$ cat config.mk
export PLATFORM = sky130hd
export DESIGN_NAME = serial_add_ctrl
export DESIGN_NICKNAME = d
export VERILOG_FILES = /design/src/rtl/serial_add_ctrl.sv
export SDC_FILE = /design/constraint.sdc
export NUM_CORES = 1
export LEC_CHECK = 0
export ABC_AREA = 0
export CAP_MARGIN = 20
export CORE_UTILIZATION = 55
export CTS_CLUSTER_DIAMETER = 40
export DETAILED_ROUTE_END_ITERATION = 10
export GPL_TIMING_DRIVEN = 0
export PLACE_DENSITY = 0.84
export SKIP_LAST_GASP = 1
export SYNTH_ARGS = -nofsm -noshare
export SYNTH_HDL_FRONTEND = slang
export SYNTH_SLANG_ARGS = --single-unit
$ cat constraint.sdc
create_clock -name clk -period 5.2 [get_ports clk]
set_clock_uncertainty 0.2 [all_clocks]
set_input_delay 0.78 -clock clk [delete_from_list [all_inputs] [get_ports clk]]
set_output_delay 0.78 -clock clk [all_outputs]
set_load 0.01 [all_outputs]
$ cat src/rtl/serial_add_ctrl.sv
// serial_add_ctrl: bit-serial add/subtract sequencer.
// Operands are stepped LSB-first through a single 1-bit full-adder cell,
// one bit per clock. The running carry is held in a register between steps.
// z, cout and ovf update only when the MSB step completes.

// Shared 1-bit full-adder cell (purely combinational).
module serial_add_fa (
  input  logic a,
  input  logic b,
  input  logic cin,
  output logic sum_c,
  output logic carry_c
);

  // Sum and carry-out of a single bit position.
  always_comb begin
    sum_c   = a ^ b ^ cin;
    carry_c = (a & b) | (a & cin) | (b & cin);
  end

endmodule

// Sequencer: IDLE -> RUN (W steps) -> DONE -> IDLE.
module serial_add_ctrl #(
  parameter int unsigned W = 8
) (
  input  logic         clk,
  input  logic         reset,
  input  logic         start,
  input  logic         op,
  input  logic [W-1:0] a,
  input  logic [W-1:0] b,
  output logic         busy,
  output logic         done,
  output logic [W-1:0] z,
  output logic         cout,
  output logic         ovf
);

  localparam int unsigned CW = (W > 1) ? $clog2(W) : 1;
  localparam logic [CW-1:0] LAST = CW'(W - 1);

  typedef enum logic [1:0] {
    IDLE = 2'd0,
    RUN  = 2'd1,
    DONE = 2'd2
  } state_t;

  state_t        state;
  logic [W-1:0]  a_sh;
  logic [W-1:0]  b_sh;
  logic [W-1:0]  r_sh;
  logic          c;
  logic [CW-1:0] cnt;

  logic          sum_c;
  logic          carry_c;
  logic [W-1:0]  r_next_c;

  // The one shared adder bit, fed with the current LSBs and running carry.
  serial_add_fa u_fa (
    .a       (a_sh[0]),
    .b       (b_sh[0]),
    .cin     (c),
    .sum_c   (sum_c),
    .carry_c (carry_c)
  );

  // Result shift register after inserting this step's sum bit at the MSB.
  always_comb begin
    r_next_c = (r_sh >> 1) | {sum_c, {(W-1){1'b0}}};
  end

  // Sequencer state, datapath shift registers and registered outputs.
  always_ff @(posedge clk or posedge reset) begin
    if (reset) begin
      state <= IDLE;
      a_sh  <= '0;
      b_sh  <= '0;
      r_sh  <= '0;
      c     <= 1'b0;
      cnt   <= '0;
      busy  <= 1'b0;
      done  <= 1'b0;
      z     <= '0;
      cout  <= 1'b0;
      ovf   <= 1'b0;
    end else begin
      unique case (state)
        IDLE: begin
          done <= 1'b0;
          if (start) begin
            // Subtract is a + ~b + 1: invert b and seed the carry with op.
            a_sh  <= a;
            b_sh  <= op ? ~b : b;
            r_sh  <= '0;
            c     <= op;
            cnt   <= '0;
            busy  <= 1'b1;
            state <= RUN;
          end
        end

        RUN: begin
          r_sh <= r_next_c;
          a_sh <= a_sh >> 1;
          b_sh <= b_sh >> 1;
          c    <= carry_c;
          cnt  <= cnt + CW'(1);
          if (cnt == LAST) begin
            // MSB step: carry into the MSB vs. carry out gives signed overflow.
            z     <= r_next_c;
            cout  <= carry_c;
            ovf   <= carry_c ^ c;
            busy  <= 1'b0;
            done  <= 1'b1;
            state <= DONE;
          end
        end

        DONE: begin
          done  <= 1'b0;
          state <= IDLE;
        end

        default: begin
          busy  <= 1'b0;
          done  <= 1'b0;
          state <= IDLE;
        end
      endcase
    end
  end

endmodule

Word-level counts from Yosys, hierarchy flattened
Index checks and enable logic that the tools add are counted.
Word-level totals
  register bits after elaboration: 42
  input bits: 20
  output and inout bits: 12
  logic and storage cells: 53
Cells by class
  add/subtract/negate cells: 1
  equality and inequality tests: 5
  multiplexer cells: 19
  bitwise logic cells: 11
  reductions and logical operators: 6
Operator list (number)
  8-bit case mux with 2 select lines: 3
  8-bit 2-to-1 mux: 4
  8-bit inverter: 1
  7-bit by 8-bit OR with 8-bit output: 1
  3-bit case mux with 2 select lines: 1
  2-bit AND reduction: 3
  1-bit 2-to-1 mux: 5
  2-bit 2-to-1 mux: 2
  2-bit != test (second input constant): 2
  2-bit case mux with 2 select lines: 1
  3-bit by 1-bit adder with 3-bit output (second input constant): 1
  1-bit AND: 3
  3-bit equality test (second input constant): 1
  3-bit 2-to-1 mux: 1
  1-bit case mux with 3 select lines: 1
  3-bit AND reduction: 1
  1-bit XOR: 3
  2-bit by 1-bit equality test with 1-bit output (second input constant): 1
  2-bit equality test (second input constant): 1
  2-bit zero test: 1
  1-bit OR: 2
  1-bit case mux with 2 select lines: 1
  2-bit nonzero test: 1
  1-bit inverter: 1

Depth between registers and ports, before layout
  depth in word-level cells: 4
  mapped depth: 6
  gate-level depth less buffers: 5

Hierarchy
A second synthesis with hierarchy kept.
Unflattened totals
  cell total of the unflattened synthesis: 159
  area, all modules: 1845.5 sq um
Modules (own cells, without submodules)
  serial_add_ctrl: instances 1, cells an instance 158, area each 1825.5 sq um, sequential area each 1026.0 sq um
  serial_add_fa: instances 1, cells an instance 1, area each 20.0 sq um, sequential area each 0.0 sq um

Worst setup path before layout
Ideal clock, no wire load.
  kind: input port to flip-flop
  from: input start
  to: register b_sh[0]
  library setup time: 0.126 ns
  data arrival time: 1.465 ns
  required time: 4.874 ns
  slack: 3.409 ns
  stages: 4
  cells stage by stage: nor2b_1 -> and2_1 -> buf_6 -> a221o_1
On the way
  cells in the longest elaborated chain, start to end: 2
Ends and longest elaborated chain
  start: declaration: line 29  | input logic start,
  2-bit != test (no source line)
  2-bit AND reduction (no source line)
  end signal: assignment: line 95  | b_sh <= op ? ~b : b;
  end signal: assignment: line 107  | b_sh <= b_sh >> 1;
  end: declaration: line 51  | logic [W-1:0] b_sh;
Every way passes these cells.
A chain may end at the register's enable or synchronous reset.

Worst setup path after layout
  from: register busy
  to: output busy
RTL lines
  start: declaration: line 33  | output logic busy,
  start signal: assignment: line 83  | busy <= 1'b0;
  start signal: assignment: line 99  | busy <= 1'b1;
  start signal: assignment: line 115  | busy <= 1'b0;
No word-level cell between the ends.

==> flow_summary.json <==
{
  "status": "finished clean",
  "combinational_family_with_the_most_area_after_synthesis": "compound AO/OA/AOI/OAI gates",
  "p_sw_uw": 381,
  "final-seq-area_um2": 1030,
  "clock_tree_from_tritoncts": "built",
  "routed-via-count": 1238,
  "syn-cell-area_um2": 1800,
  "critPathCaptureType": "output port",
  "critical_path_peak_fanout": 3,
  "grt-ovfl-total": 0,
  "min_path_cells": 1,
  "design.portCount": 32,
  "path_buf_inv": 1,
  "insertion_delay_ps": 350,
  "fin_crit_ps": 2270,
  "sequential_cell_fraction_of_total_power_pct": 43.6,
  "synth_area_per_cell_um2": 13.0,
  "iteration_0_drc_count_of_the_detailed_router": 43,
  "cts_hold_buffers": 0,
  "finish.net_count": 198,
  "synthCells": 138,
  "post-dp-hpwl_mm": 2.31,
  "multi_input_comb_area_um2": 687,
  "detailedPlace.worstSlack_ps": 2860,
  "clock_tree.root_cell": "clkbuf_4",
  "floorplan.rows": 20,
  "antenna_found_initial": 0,
  "yosys.area_share.simple_pct": 6.48,
  "fin_ws_ps": 2930,
  "timing.max_cap.violations": 0,
  "route.detailed.vias_per_inst": 5.63,
  "drt_first_pass_iters": 4,
  "grt_first_pass_wirelength_mm": 5.70,
  "worst_margin_pin_slew_ps": 811,
  "die_footprint_um2": 3500,
  "yosys-mux-area-fraction_pct": 7.73,
  "worst_hold_startpoint": "done",
  "area_fraction_in_compound_gates_after_synthesis_pct": 17.1,
  "sequential_area_share_after_synthesis_pct": 57.1,
  "category_of_cells_accounting_for_the_largest_share_of_critical_path_delay": "buffers and inverters",
  "synth_ff_type": "dfrtp_1",
  "worst_ep_arrival_time_ps": 1290,
  "drc_errors": 0,
  "coreArea_um2": 3080,
  "die_h_um": 59.2,
  "clock_pin_slew_reported_for_the_worst_setup_and_hold_paths_after_clock_tree_synthesis_ps": 120,
  "cpPeakStageDelay_ps": 550,
  "area_growth_syn_to_layout_pct": 24.5,
  "ff2ff_path_depth": 5,
  "gpl.final_weighted_congestion": 0.736,
  "netlist.top_cell.by_area": "dfrtp_1",
  "comb_power_share_pct": 38.4,
  "layout.filler_cells": 223,
  "power.density_cell_area_nw_per_um2": 541,
  "drt-total-wl_mm": 3.35,
  "clockPowerShare_pct": 18.0,
  "synth_top_cells_by_count": "dfrtp_1, a22o_1, nand2_1, o21ai_0",
  "clock_sinks": 41,
  "slew_headroom_pct": 45.8,
  "leakagePower_uw": 0.00106,
  "yosys.area_share.adder_pct": 2.51,
  "synth_top_area_share_pct": 57.1,
  "type_of_the_tightest_min_delay_check": "reg -> reg",
  "swShare_pct": 31.5,
  "synth-seq-cells": 41,
  "wl_per_cell_um": 15.2,
  "crit_path_cell_trace": "clkdlybuf4s50_1",
  "postSynthNetCount": 161,
  "num_antenna_cells": 0,
  "gr_usage_total_pct": 22.5,
  "grt_pass1_vias": 1228,
  "timing.reg2reg.setup_slack_ps": 3420,
  "layout-drive-gt1-share_pct": 17.0,
  "clk_path_buf_depth": 2,
  "rsz0062_at_grt": "false",
  "ir_worst_vdd_mv": 0.254,
  "timing_hold_violations_final": 0,
  "antenna_violating_nets_post_route": 0,
  "data_required_critical_path_ps": 4220,
  "synth-edff-count": 0,
  "ys_warn_count": 0,
  "port_buffers": 30,
  "totalNegativeSetupSlack_ps": 0,
  "floorplan.die.width_um": 59.2,
  "r2r_end": "cout",
  "cp-start-kind": "flop",
  "slowest_stage": "clkdlybuf4s50_1",
  "post-route-util_pct": 72.7,
  "critical_setup_path_kind": "reg -> out",
  "htree_num_levels": 2,
  "fmax_mhz": 441,
  "grt_max_degree": 42,
  "start_util_pct": 58.4,
  "cts_resized": 0,
  "cts_post_setup_buffers_inserted": 0,
  "synth_top_cells_by_area": "dfrtp_1, mux2_4, a22o_1",
  "cts_made_buffers": 5,
  "p_int_uw": 828,
  "setup-violations-final": 0,
  "synth.most_common_cell": "dfrtp_1",
  "synth_xor_area_share_pct": 4.39,
  "synth.distinct_cells": 26,
  "final_max_slew_viol_count": 0,
  "postSynth.asyncResetShare_pct": 100,
  "timing.final.crit_share_pct": 43.6,
  "worstHoldEndpoint": "done",
  "worstReg2RegStart": "cnt[0]"
}
==> state kept, by name (all words and copies together) (netlist names) <==
| signal | count |
|---|---|
| a_sh | 8 |
| b_sh | 8 |
| busy | 1 |
| c | 1 |
| cnt | 3 |
| cout | 1 |
| done | 1 |
| ovf | 1 |
| r_sh | 7 |
| state | 2 |
| z | 8 |
==> cells by family (layout without fill, tap and decap cells) <==
group,after synthesis,after routing
flops,41,41
compound gates,40,40
simple gates,20,20
buf+inv,15,53
mux,10,10
xor+xnor,9,9
fa+ha+maj,3,3
==> power groups by stage <==
stage | logic [µW] | registers, µW | clock network, µW
floorplan | 295 | 532 | 0
global placement | 442 | 526 | 0
CTS | 467 | 528 | 220
detailed placement | 464 | 534 | 0
global route | 512 | 544 | 235
finish | 464 | 527 | 218
==> cells in the final DEF, fill, tap and decap left out, types with 2 or more instances in the layout <==
master / count
dfrtp_1: 41
clkdlybuf4s50_1: 30
a22o_1: 10
nand2_1: 9
o21ai_0: 9
xor2_1: 8
a22oi_1: 8
and3_1: 7
a221o_1: 7
mux2_4: 7
buf_2: 6
clkbuf_4: 5
inv_1: 4
mux2_2: 3
nor2b_1: 2
buf_6: 2
a21oi_1: 2
ha_1: 2
==> how the worst max path moves through the flow <==
stage           from       to  slack (ps)  cells after the start
2_1_floorplan  reset  a_sh[0]        3270                      1
3_3_place_gp   reset  a_sh[4]        2500                      2
3_5_place_dp   start  a_sh[4]        2860                      5
4_1_cts         busy     busy        2930                      1
5_1_grt         busy     busy        2880                      1
6_report        busy     busy        2930                      1
==> metal layers <==
| layer | vias up | share of wire (%) | track usage [%] |
|---|---|---|---|
| met3 | 5 | 5.8 | 6.99 |
| met2 | 48 | 49 | 36.9 |
| met5 | - | 0 | 0 |
| met4 | 0 | 0.75 | 5.10 |
| li1 | 572 | - | - |
| met1 | 613 | 45 | 29.4 |
==> final cells by class <==
type | count | area share, %
repair buffers | 30 | 13.4
clock inverters | 1 | 1.34
clock buffers | 7 | 2.46
plain buffers | 10 | 2.91
multi-input cells | 82 | 30.7
well taps | 44 | 2.46
flip-flops and latches | 41 | 45.9
inverters | 5 | 0.839
==> stage by stage <==
stage / hold WS [ps] / std cells / power [µW] / instance area (µm²)
after floorplan: 250 / 138 / 827 / 1800
after global placement: 266 / 212 / 969 / 2150
after detailed placement: 280 / 212 / 998 / 2150
after CTS: 307 / 220 / 1210 / 2240
after global routing: 327 / 220 / 1290 / 2240
final: 301 / 220 / 1210 / 2240
Note: power is estimated with default switching activity, not from simulation.
